**src/rtl/seg7_pkg.sv**
```systemverilog
// Character codes and glyph table shared by the scan controller and its decoder.
// Segment bits are {G,F,E,D,C,B,A}; the decimal point is added by the decoder.
package seg7_pkg;

  localparam logic [4:0] CODE_ZERO  = 5'd0;
  localparam logic [4:0] CODE_HEX_A = 5'd10;
  localparam logic [4:0] CODE_HEX_F = 5'd15;
  localparam logic [4:0] CODE_T     = 5'd16;
  localparam logic [4:0] CODE_DASH  = 5'd17;
  localparam logic [4:0] CODE_BLANK = 5'd18;

  function automatic logic [6:0] seg7_glyph(input logic [4:0] code);
    logic [6:0] g;
    case (code)
      5'd0:    g = 7'h3F;
      5'd1:    g = 7'h06;
      5'd2:    g = 7'h5B;
      5'd3:    g = 7'h4F;
      5'd4:    g = 7'h66;
      5'd5:    g = 7'h6D;
      5'd6:    g = 7'h7D;
      5'd7:    g = 7'h07;
      5'd8:    g = 7'h7F;
      5'd9:    g = 7'h6F;
      5'd10:   g = 7'h77;
      5'd11:   g = 7'h7C;
      5'd12:   g = 7'h39;
      5'd13:   g = 7'h5E;
      5'd14:   g = 7'h79;
      5'd15:   g = 7'h71;
      5'd16:   g = 7'h78;
      5'd17:   g = 7'h40;
      default: g = 7'h00;
    endcase
    return g;
  endfunction

  // Codes 18..31 all render dark, so they count as blank for zero suppression.
  function automatic logic is_zero_or_blank(input logic [4:0] code);
    return (code == CODE_ZERO) || (code >= CODE_BLANK);
  endfunction

endpackage

```
**src/rtl/seg7_decode.sv**
```systemverilog
// Combinational character decoder: 5-bit code plus decimal point to {DP,G..A}.
module seg7_decode
  import seg7_pkg::*;
(
  input  logic [4:0] code_i,
  input  logic       dp_i,
  output logic [7:0] seg_o
);

  assign seg_o = {dp_i, seg7_glyph(code_i)};

endmodule

```
**src/rtl/seg7_scan_ctrl.sv**
```systemverilog
// Multiplexed 7-segment scanner: digit buffer, slot prescaler with dead time,
// blink and upper-group leading-zero blanking, two segment buses.
module seg7_scan_ctrl
  import seg7_pkg::*;
#(
  parameter int NUM_DIGITS = 8,
  parameter int SCAN_DIV   = 100000,
  parameter int DEAD_CYC   = 2,
  parameter int BLINK_DIV  = 250,
  localparam int AW        = $clog2(NUM_DIGITS)
) (
  input  logic                  clk,
  input  logic                  rst_n,
  input  logic                  en,
  input  logic                  clr,
  input  logic                  lzb,
  input  logic                  wr_en,
  input  logic [AW-1:0]         wr_addr,
  input  logic [4:0]            wr_code,
  input  logic                  wr_dp,
  input  logic                  wr_blink,
  output logic [7:0]            seg0,
  output logic [7:0]            seg1,
  output logic [NUM_DIGITS-1:0] dig_sel
);

  localparam int PW = $clog2(SCAN_DIV);
  localparam int BW = (BLINK_DIV > 1) ? $clog2(BLINK_DIV) : 1;

  localparam logic [PW-1:0] PRESC_LAST = PW'(SCAN_DIV - 1);
  localparam logic [PW-1:0] DEAD_LEN   = PW'(DEAD_CYC);
  localparam logic [BW-1:0] BLINK_LAST = BW'(BLINK_DIV - 1);
  localparam logic [AW-1:0] IDX_LAST   = AW'(NUM_DIGITS - 1);
  localparam logic [AW-1:0] IDX_HALF   = AW'(NUM_DIGITS / 2);
  localparam logic [AW:0]   DIGITS_W   = (AW + 1)'(NUM_DIGITS);

  logic [PW-1:0]         presc_q, presc_d;
  logic [AW-1:0]         scan_q, scan_d;
  logic [BW-1:0]         bcnt_q, bcnt_d;
  logic                  phase_q, phase_d;

  // Write buffer, and the copy actually displayed, refreshed at slot boundaries
  // so a write never changes a digit partway through its slot.
  logic [4:0]            code_q     [NUM_DIGITS];
  logic [4:0]            shd_code_q [NUM_DIGITS];
  logic [NUM_DIGITS-1:0] dp_q, attr_q, shd_dp_q, shd_attr_q;

  logic [7:0]            seg0_d, seg1_d;
  logic [NUM_DIGITS-1:0] dig_sel_d;
  logic [NUM_DIGITS-1:0] higher_ok;
  logic                  run_ok;
  logic                  slot_end, wr_ok, suppress;
  logic [4:0]            cur_code, dec_code;
  logic [7:0]            dec_seg;

  assign slot_end = en && (presc_q == PRESC_LAST);
  assign wr_ok    = wr_en && ({1'b0, wr_addr} < DIGITS_W);

  // higher_ok[i]: every digit above i shows 0 or blank.
  always_comb begin
    run_ok    = 1'b1;
    higher_ok = '0;
    for (int i = NUM_DIGITS - 1; i >= 0; i--) begin
      higher_ok[i] = run_ok;
      run_ok       = run_ok & is_zero_or_blank(shd_code_q[i]);
    end
  end

  assign cur_code = shd_code_q[scan_q];
  assign suppress = lzb && (scan_q > IDX_HALF) && (cur_code == CODE_ZERO)
                    && higher_ok[scan_q];
  assign dec_code = suppress ? CODE_BLANK : cur_code;

  seg7_decode u_decode (
    .code_i (dec_code),
    .dp_i   (shd_dp_q[scan_q]),
    .seg_o  (dec_seg)
  );

  always_comb begin
    presc_d = presc_q;
    scan_d  = scan_q;
    bcnt_d  = bcnt_q;
    phase_d = phase_q;
    if (en) begin
      if (presc_q == PRESC_LAST) begin
        presc_d = '0;
        scan_d  = (scan_q == IDX_LAST) ? '0 : scan_q + 1'b1;
        if (bcnt_q == BLINK_LAST) begin
          bcnt_d  = '0;
          phase_d = ~phase_q;
        end else begin
          bcnt_d = bcnt_q + 1'b1;
        end
      end else begin
        presc_d = presc_q + 1'b1;
      end
    end
  end

  always_comb begin
    seg0_d    = '0;
    seg1_d    = '0;
    dig_sel_d = '0;
    if (en && (presc_q >= DEAD_LEN)) begin
      dig_sel_d[scan_q] = 1'b1;
      if (phase_q || !shd_attr_q[scan_q]) begin
        if (scan_q < IDX_HALF) seg0_d = dec_seg;
        else                   seg1_d = dec_seg;
      end
    end
  end

  always_ff @(posedge clk) begin
    if (!rst_n) begin
      presc_q <= '0;
      scan_q  <= '0;
      bcnt_q  <= '0;
      phase_q <= 1'b1;
      seg0    <= '0;
      seg1    <= '0;
      dig_sel <= '0;
    end else begin
      presc_q <= presc_d;
      scan_q  <= scan_d;
      bcnt_q  <= bcnt_d;
      phase_q <= phase_d;
      seg0    <= seg0_d;
      seg1    <= seg1_d;
      dig_sel <= dig_sel_d;
    end
  end

  always_ff @(posedge clk) begin
    if (!rst_n) begin
      for (int i = 0; i < NUM_DIGITS; i++) begin
        code_q[i]     <= CODE_BLANK;
        shd_code_q[i] <= CODE_BLANK;
      end
      dp_q       <= '0;
      attr_q     <= '0;
      shd_dp_q   <= '0;
      shd_attr_q <= '0;
    end else begin
      if (slot_end) begin
        shd_code_q <= code_q;
        shd_dp_q   <= dp_q;
        shd_attr_q <= attr_q;
      end
      if (clr) begin
        for (int i = 0; i < NUM_DIGITS; i++) code_q[i] <= CODE_BLANK;
        dp_q   <= '0;
        attr_q <= '0;
      end else if (wr_ok) begin
        code_q[wr_addr] <= wr_code;
        dp_q[wr_addr]   <= wr_dp;
        attr_q[wr_addr] <= wr_blink;
      end
    end
  end

endmodule

```
**config.mk**
```make
export PLATFORM = sky130hd
export DESIGN_NAME = seg7_scan_ctrl
export DESIGN_NICKNAME = d
export VERILOG_FILES = /design/src/rtl/seg7_pkg.sv /design/src/rtl/seg7_decode.sv /design/src/rtl/seg7_scan_ctrl.sv
export SDC_FILE = /design/constraint.sdc
export NUM_CORES = 1
export LEC_CHECK = 0
export BUFFER_PORTS_ARGS = -buffer_cell sky130_fd_sc_hd__buf_4
export CORE_MARGIN = 1.5
export CORE_UTILIZATION = 55
export CTS_CLUSTER_DIAMETER = 40
export DETAILED_ROUTE_END_ITERATION = 8
export PLACE_DENSITY = 0.69
export SLEW_MARGIN = 30
export SYNTH_ARGS = -nofsm -noshare
export SYNTH_HDL_FRONTEND = slang
export SYNTH_HIERARCHICAL = 1
export SYNTH_SLANG_ARGS = --single-unit
```
**constraint.sdc**
```tcl
create_clock -name clk -period 6.9 [get_ports clk]
set_clock_uncertainty 0.2 [all_clocks]
set_input_delay 0.345 -clock clk [delete_from_list [all_inputs] [get_ports clk]]
set_output_delay 0.345 -clock clk [all_outputs]
set_load 0.005 [all_outputs]
```
=== Word level (Yosys, flattened, before mapping) ===
Memories as Yosys holds them, arrays and structs flattened.
Index checks and enable logic that the tools add are counted.

* Register bits after elaboration: 165
* ROM bits: 224
* Input port bits: 16
* Output and inout port bits: 24
* Logic and storage cells: 116
* Memories: 1

* Add/sub/neg operators: 3
* $lt $le $gt $ge: 17
* Equality and inequality tests: 3
* Multiplexer cells: 22
* Bitwise operators: 12
* Reductions and logical operators: 31

{| class="wikitable"
|+ Memories
! memory !! words !! bits a word !! rd ports !! clocked after Yosys merged registers in !! write ports !! RTL line !! source
|-
| (name not given) || 32 || 7 || 1 || 0 || 0 || seg7_pkg.sv:14 || <nowiki>case (code)</nowiki>
|}

{| class="wikitable"
|+ Operators by type and width
! kind !! number
|-
| bitwise mux 40 bit || 1
|-
| zero test 5 bit || 8
|-
| greater-or-equal comparator 5 bit (second input constant) || 7
|-
| two-way mux 5 bit || 4
|-
| adder 17 x 1 -> 17 bit (second input constant) || 1
|-
| equality test 17 bit (second input constant) || 1
|-
| greater-or-equal comparator 17 x 2 -> 1 bit (second input constant) || 1
|-
| two-way mux 17 bit || 1
|-
| bitwise mux 8 bit || 2
|-
| binary-select mux 5 bit (select 3 bit) || 1
|-
| demux 5 bit (select 3 bit) || 1
|-
| binary-select mux 1 bit (select 3 bit) || 3
|-
| adder 8 x 1 -> 8 bit (second input constant) || 1
|-
| equality test 8 bit (second input constant) || 1
|-
| greater-or-equal comparator 4 bit (second input constant) || 2
|-
| logical AND 1 bit || 8
|-
| logical OR 1 bit || 8
|-
| < comparator 3 x 4 -> 1 bit (second input constant) || 2
|-
| two-way mux 8 bit || 1
|-
| NOT 3 -> 4 bit || 2
|-
| bitwise AND 1 bit || 6
|-
| demux 1 bit (select 3 bit) || 2
|-
| greater-or-equal comparator 3 x 1 -> 1 bit (second input constant) || 2
|-
| two-way mux 1 bit || 5
|-
| other kinds (13) || 17
|}

=== Longest topological paths before layout ===
An unclocked memory read counts as a cell.

* Depth in word-level cells: 13
* Depth in mapped cells: 12
* Mapped depth without buffers: 11

=== Cells and area by module ===
Netlist, hierarchy kept.

{| class="wikitable"
|+ Modules (own cells, without submodules)
! module !! times used !! cells an instance !! area an instance (um2)
|-
| seg7_scan_ctrl || 1 || 789 || 6491.2
|-
| seg7_decode || 1 || 47 || 344.1
|}

=== Worst setup path before layout ===
No wires, ideal clock.

* Kind: register to register
* From: register scan_q[0]
* To: register seg0[0]
* Arrival time: 3.084 ns
* Data required time: 6.640 ns
* Path slack: 3.556 ns
* Stages on the path, launching flop included: 12
* Period minus slack after synthesis: 3.344 ns
* Cells stage by stage: dfxtp_1 buf_6 mux4_2 mux2_4 or4_1 o21ai_1 inv_1 ha_1 nor2b_1 a211o_1 a21oi_1 and3_1

* Longest elaborated chain between the ends: 9

{| class="wikitable"
|+ Ends and longest elaborated chain
! element !! RTL line !! source
|-
| start: declaration || seg7_scan_ctrl.sv:38 || <nowiki>logic [AW-1:0] scan_q, scan_d;</nowiki>
|-
| start signal: assignment || seg7_scan_ctrl.sv:125 || <nowiki>scan_q <= scan_d;</nowiki>
|-
| NOT 3 -> 4 bit (implied by the code) || seg7_scan_ctrl.sv:69 || <nowiki>assign cur_code = shd_code_q[scan_q];</nowiki>
|-
| binary-select mux 5 bit (select 3 bit) || seg7_scan_ctrl.sv:69 ||
|-
| two-way mux 5 bit (implied by the code) (2 in a row) || seg7_scan_ctrl.sv:69 ||
|-
| zero test 5 bit || seg7_scan_ctrl.sv:70 || <nowiki>assign suppress = lzb && (scan_q > IDX_HALF) && (cur_code == CODE_ZERO)</nowiki>
|-
| logical AND 1 bit || seg7_scan_ctrl.sv:70 ||
|-
| logical AND 1 bit || seg7_scan_ctrl.sv:71 || <nowiki>&& higher_ok[scan_q];</nowiki>
|-
| two-way mux 5 bit (*) || seg7_scan_ctrl.sv:72 || <nowiki>assign dec_code = suppress ? CODE_BLANK : cur_code;</nowiki>
|-
| via dec_code[2] || seg7_scan_ctrl.sv:53 || <nowiki>logic [4:0] cur_code, dec_code;</nowiki>
|-
| memory read (32 x 7 bit) (*) || n/a ||
|-
| via dec_seg[0] || seg7_scan_ctrl.sv:54 || <nowiki>logic [7:0] dec_seg;</nowiki>
|-
| end signal: assignment || seg7_scan_ctrl.sv:128 || <nowiki>seg0 <= seg0_d;</nowiki>
|-
| end: declaration || seg7_scan_ctrl.sv:22 || <nowiki>output logic [7:0] seg0,</nowiki>
|}

The timed path passes the listed nets; every way through them passes the cells marked *. The select of a mux whose other input is x is not followed.
A chain may end at the register's enable or synchronous reset.

=== Final worst setup path ===
* From: register scan_q[1]
* To: register seg1[0]

* Longest elaborated chain between the ends: 9

{| class="wikitable"
|+ Ends and longest elaborated chain
! element !! RTL line !! source
|-
| NOT 3 -> 4 bit (implied by the code) || seg7_scan_ctrl.sv:69 ||
|-
| binary-select mux 5 bit (select 3 bit) || seg7_scan_ctrl.sv:69 ||
|-
| two-way mux 5 bit (implied by the code) (2 in a row) || seg7_scan_ctrl.sv:69 ||
|-
| zero test 5 bit || seg7_scan_ctrl.sv:70 ||
|-
| logical AND 1 bit || seg7_scan_ctrl.sv:70 ||
|-
| logical AND 1 bit || seg7_scan_ctrl.sv:71 ||
|-
| two-way mux 5 bit (*) || seg7_scan_ctrl.sv:72 ||
|-
| via dec_code[2] || seg7_scan_ctrl.sv:53 ||
|-
| memory read (32 x 7 bit) (*) || n/a ||
|-
| via dec_seg[0] || seg7_scan_ctrl.sv:54 ||
|-
| end signal: assignment || seg7_scan_ctrl.sv:129 || <nowiki>seg1 <= seg1_d;</nowiki>
|-
| end: declaration || seg7_scan_ctrl.sv:23 || <nowiki>output logic [7:0] seg1,</nowiki>
|}

Marked as above.

==> flow_summary_export.csv <==
group,metric,value,unit
outcome,run_status,"completed",
sta,timing.slew.headroom,0.3999,
setup_path,cp_launch_point,"scan_q[1]",
pwr,static-leakage-power,2.971,nW
sta,finalSetupViolCount,0,
logic_synthesis,post_synth_simple_gate_area,0.2759,
setup_path,timing.critical_path.cells,"mux4_2, mux2_4, or4_1, o21ai_1, inv_1, ha_1, nor2b_1, a211o_1, a21oi_1, and3_1",
drt,detailedRoute.firstPassIterationCount,5,
setup_path,setup.worst_path.end_class,"flip-flop",
sta,timing.fmax,0.2475,GHz
min_path,hold_path.startpoint,"wr_blink",
logic_synthesis,netlist-cell-type-count,52,
logic_synthesis,synth_area_per_cell,8.176,µm²
drt,number_of_routed_nets_with_antenna_violations,0,
layout,fin_area,0.007737,mm²
logic_synthesis,combinational_family_with_the_most_area_after_synthesis,"simple AND/OR/NAND/NOR gates",
clock_network,clk_path_buf_depth,2,
logic_synthesis,synth.area.top_cells,"sky130_fd_sc_hd__dfxtp_1, sky130_fd_sc_hd__nand2_1, sky130_fd_sc_hd__a21oi_1, sky130_fd_sc_hd__nand3_1, sky130_fd_sc_hd__mux4_2",
sta,min_period,4040,ps
layout,area_growth,13.20,%
setup_path,worst_path_max_delay_cell,"sky130_fd_sc_hd__dfxtp_1",
logic_synthesis,syn_area,0.006835,mm²
floorplan,die_x,114.5,µm
clock_network,clkTransAtPathRegs,60,ps
logic_synthesis,yosys.area_share.adder,0.02380,
layout,nNetsFinal,878,
sta,worst_pin_slew,898.9,ps
sta,post-route-period-util,0.5855,
setup_path,timing.critical_path.fanout_max,26,
layout,most_common_library_cell_in_the_layout_ignoring_fill_and_taps,"sky130_fd_sc_hd__nand2_1",
logic_synthesis,synth_compound_gate_area_share,0.1093,
drt,route.final.wire_length,15600,µm
global_route,number_of_antenna_violations_at_the_first_check_in_global_routing,0,
sta,slew_viol_final,0,
setup_path,cp_slowest_stage_delay,910,ps
floorplan,fp.dieH,114.5,µm
logic_synthesis,synth.area.mux_share,0.04741,
logic_synthesis,yosys_most_used_dff,"sky130_fd_sc_hd__dfxtp_1",
pwr,power.ir.vdd_worst,0.1898,mV
logic_synthesis,parity_gate_share_of_the_synthesized_area_counting_xor_and_xnor_cells,0.02178,
sta,rsz0062_at_grt,"false",
clock_network,cts.sinks,165,
clock_network,tritoncts,"done",
setup_path,cp.arrival,4210,ps
layout,diodes,0,
clock_network,clk_latency,430,ps
drt,num_vias,5630,
global_route,maximum_number_of_pins_on_one_net_before_global_route_repair,69,
setup_path,timing.critical_path.required,7070,ps
pwr,power.density_cell_area,243.7,mW/mm²
global_route,first_global_vias,4945,
drt,via_per_inst,5.466,
logic_synthesis,synth_top_area_share,0.4833,
logic_synthesis,synth-seq-cells,165,
logic_synthesis,synth_edf_count,0,
flow_run,drv.max_cap_violation_count,0,
layout,drive_above_1_share,0.1125,
logic_synthesis,instance_count_of_the_mapped_netlist,836,
global_route,gr-usage-all-layers,0.2507,
logic_synthesis,synth_area_leader_cell,"sky130_fd_sc_hd__dfxtp_1",
floorplan,coreArea,0.01206,mm²
floorplan,core.rowCount,40,
global_route,grt_remaining_overflow,0,
setup_path,worstSetupStartpointType,"flip-flop",
setup_path,path_type_of_the_worst_setup_path,"flip-flop to flip-flop",
clock_network,cts-buffers-inserted,17,
global_route,wire_length_of_the_first_global_routing_pass,25260,µm
placement,detailedPlacementHpwl,10710,µm
floorplan,io-pin-count,40,
placement,globalplace.congestion,0.8331,
clock_network,clock_tree.htree_level_count,4,
logic_synthesis,async_flop_share,0,
clock_network,clock_tree.root_cell,"sky130_fd_sc_hd__clkbuf_16",
setup_path,r2r-start,"scan_q[1]",
sta,setup_total_negative_slack,0,ps
min_path,worst_hold_path_type,"primary input to flip-flop",
placement,detailed_place.area,0.007148,mm²
layout,layout.cells.most_common_list,"sky130_fd_sc_hd__nand2_1, sky130_fd_sc_hd__dfxtp_1, sky130_fd_sc_hd__a21oi_1, sky130_fd_sc_hd__nand3_1",
sta,holdWs,18.63,ps
drt,drt-initial-drc-count,512,
floorplan,floorplan.initialDensity,0.5667,
logic_synthesis,yosys_warnings,6,
floorplan,die-area,0.01311,mm²
logic_synthesis,synth-seq-area-share,0.4833,
placement,place.port_buffers,39,
sta,hold_viol_final,0,
drt,detail_route.drc_violations,0,
drt,avgRoutedWirePerCell,15.15,µm
logic_synthesis,synth.net_count,865,
-- registers in the layout, indices dropped and copies added, names as in the netlist --
signal,count
dp_q,8
attr_q,8
seg1,8
seg0,8
phase_q,1
shd_attr_q,8
shd_dp_q,8
code_q,40
scan_q,3
dig_sel,8
bcnt_q,8
shd_code_q,40
presc_q,17
-- Yosys cell counts (all sizes together) (4+ instances only) --
master and instances:
mux2 4, nand2b 8, inv 7, nand3b 6, nand3 46, dfxtp 165
xnor2 7, nor2b 11, nor4 5, nand4 8, nand2 258, o21ai 8
clkbuf 30, mux2i 5, ha 13, buf 23, nor3 11, a21oi 93
xor2 10, nor2 45, and3 24, mux4 10
-- report_power, final --
part / switching, mW / internal, mW
clock network: 0.388 / 0.482
registers: 0.00366 / 0.957
logic: 0.0381 / 0.0169
-- worst paths after layout --
| kind | to | slack [ps] | depth (start not counted) |
|---|---|---|---|
| setup / recovery | seg1[0] | 2860 | 10 |
| hold / removal | attr_q[4] | 20 | 3 |
| setup reg to reg | seg1[0] | 2860 | 10 |
| hold reg to reg | shd_code_q[30] | 250 | 2 |
-- cell type report --
type | count | area, µm²
fill | 1047 | 4324
sequential | 165 | 3303
multi-input combinational | 610 | 3282
clock buffer | 19 | 452.9
timing repair buffer | 47 | 360.3
tap | 168 | 210.2
clock inverter | 13 | 98.84
inverter | 8 | 30.03
-- cell families after synthesis --
kind of cell	after synthesis
simple gates	431
flops	165
compound gates	130
mux	19
xor+xnor	17
fa+ha+maj	13
buf+inv	61
-- layer usage --
metal / global-route usage / vias up / wire (µm)
li1: - / 2840 / -
met1: 0.3411 / 2613 / 7208
met2: 0.3972 / 154 / 7322
met3: 0.05453 / 23 / 826
met4: 0.08417 / 0 / 245
met5: 0 / - / 0
-- critical path, delay by kind of cell, from the launching register on --
family | cells | cell delay [ps]
compound gates | 3 | 790
fa+ha+maj | 1 | 270
buf+inv | 1 | 190
mux | 2 | 790
flops | 1 | 910
simple gates | 3 | 820
-- stage by stage --
stage | utilization | total power [mW] | worst slack (ps) | cells
after floorplan | - | 1.016 | 3556 | 836
after global placement | 0.5926 | 1.034 | 3039 | 995
after detailed placement | 0.5926 | 1.035 | 2866 | 995
after CTS | 0.6409 | 1.897 | 2856 | 1030
after global routing | 0.6415 | 1.946 | 2549 | 1030
final | 0.6415 | 1.886 | 2860 | 1030
-- what timing repair did --
action                    4_1_cts  5_1_grt
hold buffers                    3        0
hold endpoints to repair        7        0
resized for setup               0        0
buffers inserted                0        0
No activity file was read; power rests on OpenSTA's default activity.
